--- config.mk ---
export PLATFORM = sky130hd
export DESIGN_NAME = hazard_ctrl_flat
export DESIGN_NICKNAME = d
export VERILOG_FILES = /design/src/rtl/hazard_ctrl_pkg.sv /design/src/rtl/hazard_ctrl_if.sv /design/src/rtl/hazard_match.sv /design/src/rtl/hazard_ctrl.sv /design/src/flat_wrapper.sv
export SDC_FILE = /design/constraint.sdc
export NUM_CORES = 1
export LEC_CHECK = 0
export CORE_ASPECT_RATIO = 0.5
export CORE_MARGIN = 8
export CORE_UTILIZATION = 51
export DETAILED_ROUTE_END_ITERATION = 8
export PLACE_DENSITY = 0.83
export SETUP_SLACK_MARGIN = 0.5
export SYNTH_ARGS = -nofsm -noshare
export SYNTH_HDL_FRONTEND = slang
export SYNTH_HIERARCHICAL = 1
export SYNTH_SLANG_ARGS = --single-unit
--- constraint.sdc ---
create_clock -name clk -period 2.94 [get_ports clk]
set_input_delay 0.294 -clock clk [delete_from_list [all_inputs] [get_ports clk]]
set_output_delay 0.294 -clock clk [all_outputs]
set_load 0.02 [all_outputs]
--- src/rtl/hazard_ctrl_pkg.sv ---
// Shared types and constants for the decode-stage hazard controller.
// Slot records carry register IDs of up to RD_W bits; narrower IDs are zero-extended.
package hazard_ctrl_pkg;

  localparam int ADDR_SIZE_DEFAULT = 5;
  localparam int RD_W              = 8;
  localparam int BP_RA             = 1;
  localparam int BP_RB             = 0;

  typedef struct packed {
    logic            valid;
    logic [RD_W-1:0] rd;
    logic            we;
    logic            ld;
  } slot_t;

  localparam slot_t SLOT_BUBBLE = '0;

  // r0 is hardwired, so a write to it never makes the slot a producer.
  function automatic logic is_producer(slot_t s);
    return s.valid && s.we && (s.rd != '0);
  endfunction

endpackage

--- src/rtl/hazard_ctrl_if.sv ---
// Decode-side request and hazard/bypass response bundle for hazard_ctrl.
interface hazard_ctrl_if #(
  parameter int ADDR_SIZE = 5,
  parameter int CNT_W     = 16
);
  logic                 D_valid;
  logic [ADDR_SIZE-1:0] D_ra;
  logic [ADDR_SIZE-1:0] D_rb;
  logic                 D_use_ra;
  logic                 D_use_rb;
  logic [ADDR_SIZE-1:0] D_rd;
  logic                 D_we;
  logic                 D_ld;
  logic                 flush;
  logic [1:0]           EX_D_bp;
  logic [1:0]           MEM_D_bp;
  logic [1:0]           WB_D_bp;
  logic                 stall;
  logic [CNT_W-1:0]     stall_cnt;
  logic [CNT_W-1:0]     flush_cnt;

  modport master (
    output D_valid, D_ra, D_rb, D_use_ra, D_use_rb, D_rd, D_we, D_ld, flush,
    input  EX_D_bp, MEM_D_bp, WB_D_bp, stall, stall_cnt, flush_cnt
  );

  modport slave (
    input  D_valid, D_ra, D_rb, D_use_ra, D_use_rb, D_rd, D_we, D_ld, flush,
    output EX_D_bp, MEM_D_bp, WB_D_bp, stall, stall_cnt, flush_cnt
  );
endinterface

--- src/rtl/hazard_match.sv ---
// Compares one in-flight slot against the decode sources; returns {forward_ra, forward_rb}.
module hazard_match
  import hazard_ctrl_pkg::*;
#(
  parameter int ADDR_SIZE = ADDR_SIZE_DEFAULT
) (
  input  slot_t                slot,
  input  logic                 D_valid,
  input  logic [ADDR_SIZE-1:0] D_ra,
  input  logic [ADDR_SIZE-1:0] D_rb,
  input  logic                 D_use_ra,
  input  logic                 D_use_rb,
  output logic [1:0]           match
);
  logic producer;

  assign producer     = is_producer(slot);
  assign match[BP_RA] = D_valid && D_use_ra && producer && (slot.rd == RD_W'(D_ra));
  assign match[BP_RB] = D_valid && D_use_rb && producer && (slot.rd == RD_W'(D_rb));
endmodule

--- src/rtl/hazard_ctrl.sv ---
// Load-use stall detection, bypass selection and event counters for a
// decode stage followed by EX/MEM/WB slots.
module hazard_ctrl
  import hazard_ctrl_pkg::*;
#(
  parameter int ADDR_SIZE = ADDR_SIZE_DEFAULT,
  parameter int CNT_W     = 16
) (
  input  logic         clk,
  input  logic         rst,
  hazard_ctrl_if.slave bus
);
  localparam int EX  = 0;
  localparam int MEM = 1;
  localparam int WB  = 2;

  slot_t            slot_reg [3];
  logic [1:0]       match    [3];
  slot_t            ex_next;
  logic             stall;
  logic [CNT_W-1:0] stall_cnt_reg;
  logic [CNT_W-1:0] flush_cnt_reg;

  generate
    for (genvar gi = 0; gi < 3; gi++) begin : g_match
      hazard_match #(.ADDR_SIZE(ADDR_SIZE)) u_match (
        .slot     (slot_reg[gi]),
        .D_valid  (bus.D_valid),
        .D_ra     (bus.D_ra),
        .D_rb     (bus.D_rb),
        .D_use_ra (bus.D_use_ra),
        .D_use_rb (bus.D_use_rb),
        .match    (match[gi])
      );
    end
  endgenerate

  // A flush kills the consumer, so it also cancels any load-use stall.
  always_comb begin
    stall   = !rst && !bus.flush && slot_reg[EX].ld && (|match[EX]);
    ex_next = SLOT_BUBBLE;
    if (bus.D_valid && !bus.flush && !stall) begin
      ex_next.valid = 1'b1;
      ex_next.rd    = RD_W'(bus.D_rd);
      ex_next.we    = bus.D_we;
      ex_next.ld    = bus.D_ld;
    end
  end

  // Load data is not ready in EX; that case is covered by the stall instead.
  assign bus.EX_D_bp  = (rst || slot_reg[EX].ld) ? 2'b00 : match[EX];
  assign bus.MEM_D_bp = rst ? 2'b00 : match[MEM];
  assign bus.WB_D_bp  = rst ? 2'b00 : match[WB];
  assign bus.stall     = stall;
  assign bus.stall_cnt = stall_cnt_reg;
  assign bus.flush_cnt = flush_cnt_reg;

  always_ff @(posedge clk or posedge rst) begin
    if (rst) begin
      for (int i = 0; i < 3; i++) begin
        slot_reg[i] <= SLOT_BUBBLE;
      end
      stall_cnt_reg <= '0;
      flush_cnt_reg <= '0;
    end else begin
      slot_reg[EX]  <= ex_next;
      slot_reg[MEM] <= slot_reg[EX];
      slot_reg[WB]  <= slot_reg[MEM];
      if (stall && (stall_cnt_reg != '1)) begin
        stall_cnt_reg <= stall_cnt_reg + CNT_W'(1);
      end
      if (bus.flush && bus.D_valid && (flush_cnt_reg != '1)) begin
        flush_cnt_reg <= flush_cnt_reg + CNT_W'(1);
      end
    end
  end
endmodule
--- src/flat_wrapper.sv ---
// flat-port wrapper written by rule: the top's interface ports become plain ports
module hazard_ctrl_flat import hazard_ctrl_pkg::*;
#(
  parameter int ADDR_SIZE = ADDR_SIZE_DEFAULT,
  parameter int CNT_W     = 16
)
  (clk, rst, bus_D_valid, bus_D_ra, bus_D_rb, bus_D_use_ra, bus_D_use_rb, bus_D_rd, bus_D_we, bus_D_ld, bus_flush, bus_EX_D_bp, bus_MEM_D_bp, bus_WB_D_bp, bus_stall, bus_stall_cnt, bus_flush_cnt);
  hazard_ctrl_if #(.ADDR_SIZE(ADDR_SIZE), .CNT_W(CNT_W)) bus_i ();
  input  logic clk;
  input  logic rst;
  input wire logic [$bits(bus_i.D_valid)-1:0] bus_D_valid;
  input wire logic [$bits(bus_i.D_ra)-1:0] bus_D_ra;
  input wire logic [$bits(bus_i.D_rb)-1:0] bus_D_rb;
  input wire logic [$bits(bus_i.D_use_ra)-1:0] bus_D_use_ra;
  input wire logic [$bits(bus_i.D_use_rb)-1:0] bus_D_use_rb;
  input wire logic [$bits(bus_i.D_rd)-1:0] bus_D_rd;
  input wire logic [$bits(bus_i.D_we)-1:0] bus_D_we;
  input wire logic [$bits(bus_i.D_ld)-1:0] bus_D_ld;
  input wire logic [$bits(bus_i.flush)-1:0] bus_flush;
  output wire logic [$bits(bus_i.EX_D_bp)-1:0] bus_EX_D_bp;
  output wire logic [$bits(bus_i.MEM_D_bp)-1:0] bus_MEM_D_bp;
  output wire logic [$bits(bus_i.WB_D_bp)-1:0] bus_WB_D_bp;
  output wire logic [$bits(bus_i.stall)-1:0] bus_stall;
  output wire logic [$bits(bus_i.stall_cnt)-1:0] bus_stall_cnt;
  output wire logic [$bits(bus_i.flush_cnt)-1:0] bus_flush_cnt;
  assign bus_i.D_valid = bus_D_valid;
  assign bus_i.D_ra = bus_D_ra;
  assign bus_i.D_rb = bus_D_rb;
  assign bus_i.D_use_ra = bus_D_use_ra;
  assign bus_i.D_use_rb = bus_D_use_rb;
  assign bus_i.D_rd = bus_D_rd;
  assign bus_i.D_we = bus_D_we;
  assign bus_i.D_ld = bus_D_ld;
  assign bus_i.flush = bus_flush;
  assign bus_EX_D_bp = bus_i.EX_D_bp;
  assign bus_MEM_D_bp = bus_i.MEM_D_bp;
  assign bus_WB_D_bp = bus_i.WB_D_bp;
  assign bus_stall = bus_i.stall;
  assign bus_stall_cnt = bus_i.stall_cnt;
  assign bus_flush_cnt = bus_i.flush_cnt;
  hazard_ctrl #(.ADDR_SIZE(ADDR_SIZE), .CNT_W(CNT_W)) u_core (.clk(clk), .rst(rst), .bus(bus_i));
endmodule
* Yosys cells after proc, flatten, opt, wreduce, memory -nomap -nowiden
Index checks and enable logic that the tools add are counted.
** Word-level totals
- Flip-flop bits (word level) :: 63
- Input port bits :: 23
- Output and inout port bits :: 39
- Logic and storage cells :: 62
** Cells by class
- Add/subtract/negate cells :: 2
- Equality and inequality tests :: 8
- Muxes and demuxes :: 4
- Reduce and logical (&&, ||, !) cells :: 36
** Operators by type and width (count)
- $eq 8x5->1 :: 6
- $add 16x1->16 const B :: 2
- $ne 16x16->1 const B :: 2
- $logic_and 1x1->1 :: 28
- $reduce_bool 8->1 :: 3
- $mux 11 :: 1
- $mux 2 :: 3
- $logic_not 1->1 :: 3
- $reduce_or 2->1 :: 1
- $logic_or 1x1->1 :: 1

* Depth between registers and ports, before layout
- Word-level depth :: 9
- Mapped depth :: 8
- Depth with buffers taken out :: 8

* Hierarchy
Netlist, hierarchy kept.
** By module, submodules not included
- hazard_ctrl :: instances 1, cells each 192, area an instance 2351.0 sq um, seq. area each 1401.3 sq um
- hazard_match :: instances 3, cells each 22, area an instance 172.7 sq um, seq. area each 0.0 sq um

* Least setup slack after synthesis
No wires, ideal clock.
- Path type :: register to register
- Start :: reg u_core/slot_reg[25] (netlist bit)
- End :: reg u_core.stall_cnt_reg[1], in the netlist u_core/bus.stall_cnt[1]
- Library setup time :: 0.125 ns
- Arrival time :: 2.149 ns
- Required time :: 2.815 ns
- Path slack :: 0.666 ns
- Stages on the path, launching flop included :: 9
- Buffers on the path :: 0
- Clock period less this slack :: 2.274 ns
- Path through :: dfrtp_1 > or4_1 > o211ai_2 > nor3_1 > nor2_1 > or3_4 > clkinv_2 > and2_4 > mux2_4
** RTL lines
- start: declaration :: RTL line hazard_ctrl.sv:17 : slot_t slot_reg [3];
- start signal: indexed assignment :: RTL line hazard_ctrl.sv:66 : slot_reg[EX] <= ex_next;
- start signal: indexed assignment :: RTL line hazard_ctrl.sv:67 : slot_reg[MEM] <= slot_reg[EX];
- start signal: indexed assignment :: RTL line hazard_ctrl.sv:68 : slot_reg[WB] <= slot_reg[MEM];
- end signal: assignment :: RTL line hazard_ctrl.sv:70 : stall_cnt_reg <= stall_cnt_reg + CNT_W'(1);
- end: declaration :: RTL line hazard_ctrl.sv:21 : logic [CNT_W-1:0] stall_cnt_reg;

==> flow_summary.yaml <==
floorplan:
  start_util_pct: 52.24
  die_y_um: 68.57
  dieArea_um2: 8307
  rows: 19
  core_um2: 5396
  fp.dieW_um: 121.1
  top_level_ports: 62
pwr:
  peakVddDrop_v: 0.0003787
  p_leak_nw: 1.716
  powerDensity_nw_per_um2: 438.5
sta:
  fin_crit_sh_pct: 82.49
  maxSlewHeadroom_pct: 63.96
  skew_ps: 7.494
  hold_viol_final: 0
  finalSetupViolCount: 0
  drv_slew: 0
  fmax_mhz: 412.3
  rsz0062_at_grt: "yes"
  period_needed_ps: 2425
  fin_ws_ps: 514.8
  tightestPinTransition_ps: 535.7
final_layout:
  final_cells: 421
  largest_reg_flops: 22
  nets: 372
  antenna_cells: 0
  drive_gt1_share_pct: 16.95
  area_growth_pct: 36.71
setup_path:
  critPathMaxFanout: 2
  crit_path_end_kind: "primary output"
  critical_path_class: "in2out"
  startpoint_type: "input port"
  worst-endpoint-required_ps: 2650
  arrival_ps: 2130
grt:
  grt_start_max_net_pins: 33
  track_usage_pct: 16.59
  use_met3_pct: 3.818
  met2_usage_pct: 29.94
  grt_pass1_wl_um: 11140
  gr-max-usage-layer: "met2"
  grtUsageMet1_pct: 19.75
  grt_antenna_before_repair: 0
  grt_pass1_vias: 2262
  grt.overflow.total: 0
worst_hold_path:
  min_path_type: "reg2reg"
yosys:
  ys_warn_count: 6
  synth.avg_cell_area_um2: 11.01
  synthesis.area_um2: 2819
  syn_inst: 256
detailed_routing:
  num_vias: 2347
  wl_per_cell_um: 16.90
  drt-initial-drc-count: 235
  first_pass_iters: 4
  drcViolationCount: 0
  routed_wirelength_um: 7115
  drtAntennaViolNets: 0
  avgViaCountPerCell: 5.575
flow_run:
  cap_violations: 0
placement:
  port_buffers: 61
  routabilityCongestion: 0.8899
  dp_worst_setup_slack_ps: -58.87
  dpl.hpwl_um: 5200
  dp.cells: 409
clocking:
  cts_hold_buf: 0
  cts_buffer_depth: 2
  clk_latency_ps: 300
  clkTransAtPathRegs_ps: 100
  cts_sinks: 54
  cts-htree-levels: 2
  clock-root-buffer: "clkbuf_8"
  cts_tree: "built"
  cts_buffers: 5
run_status:
  outcome: "finished, final reports clean"
==> stage by stage <==
| stage | setup TNS (ps) | hold slack [ps] | power [mW] | cell area (um2) | utilization [%] |
|---|---|---|---|---|---|
| 3_3_place_gp | -28.49 | 354.5 | 1.222 | 3646 | 67.56 |
| 5_1_grt | 0 | 388.9 | 1.756 | 3854 | 71.41 |
| 3_5_place_dp | -58.87 | 356.9 | 1.241 | 3646 | 67.56 |
| 2_1_floorplan | 0 | 347.3 | 1.055 | 2849 | - |
| 6_report | 0 | 383.1 | 1.690 | 3854 | 71.41 |
| 4_1_cts | 0 | 381.1 | 1.688 | 3752 | 69.53 |
==> final timing paths <==
kind	endpoint	from	slack, ps	depth (start not counted)
max	bus_stall	bus_D_rb[0]	510	8
min	u_core/slot_reg[12]	u_core/slot_reg[23]	380	0
max reg2reg	u_core/bus.stall_cnt[1]	u_core/slot_reg[25]	550	9
min reg2reg	u_core/slot_reg[12]	u_core/slot_reg[23]	380	0
max in group asynchronous	u_core/slot_reg[24]	rst	1850	4
min in group asynchronous	u_core/slot_reg[5]	rst	550	3
==> per-layer routing <==
layer / wire [um] / up-vias
li1: - / 1096
met1: 3038 / 1177
met2: 3601 / 65
met3: 389 / 9
met4: 87 / 0
met5: 0 / -
==> critical path: stages <==
cell and delay [ps]:
clkdlybuf4s50_1 520, xnor2_2 120, o2111a_1 200, nor4bb_4 320, nor2_2 90, or3_4 390, clkinv_2 60, buf_4 130
==> what timing repair did <==
action,4_1_cts,5_1_grt
endpoints found under the setup margin,8,17
hold endpoints to repair,0,0
setup buffers,0,4
pin swaps,1,8
resized for setup,12,23
gates cloned,0,0
==> power breakdown <==
| group | switching, mW | leakage (nW) | total [mW] | internal, mW |
|---|---|---|---|---|
| clock | 0.237 | 0.0544 | 0.453 | 0.216 |
| combinational | 0.172 | 0.942 | 0.359 | 0.187 |
| sequential | 0.0808 | 0.720 | 0.878 | 0.797 |
| total | 0.489 | 1.72 | 1.69 | 1.20 |
==> cell type report <==
cell class	count	area [um2]
Sequential cell	54	1355
Multi-Input combinational cell	198	1521
Clock buffer	7	96.34
Clock inverter	1	8.758
Fill cell	386	1543
Inverter	12	46.29
Timing Repair Buffer	76	734.5
Tap cell	73	91.34
==> layout by cell type, fill, tap and decap left out, drive strengths merged, types with 3 or more instances in the layout <==
| cell type | n |
|---|---|
| o211ai | 3 |
| or2b | 3 |
| nor4 | 5 |
| xor2 | 15 |
| dfrtp | 54 |
| nor2 | 8 |
| inv | 11 |
| nor4b | 4 |
| conb | 9 |
| nand3 | 11 |
| buf | 16 |
| and2b | 3 |
| and2 | 13 |
| nor4bb | 3 |
| and3 | 7 |
| and4 | 6 |
| nor3b | 4 |
| xnor2 | 30 |
| clkdlybuf4s15 | 3 |
| or4 | 3 |
| o2111a | 3 |
| clkdlybuf4s50 | 51 |
| nand2 | 15 |
| nor3 | 12 |
| a222oi | 3 |
| o21ai | 5 |
| nand4 | 16 |
| clkbuf | 8 |
| mux2 | 5 |
| dlymetal6s2s | 3 |
No activity file was read; power rests on OpenSTA's default activity.
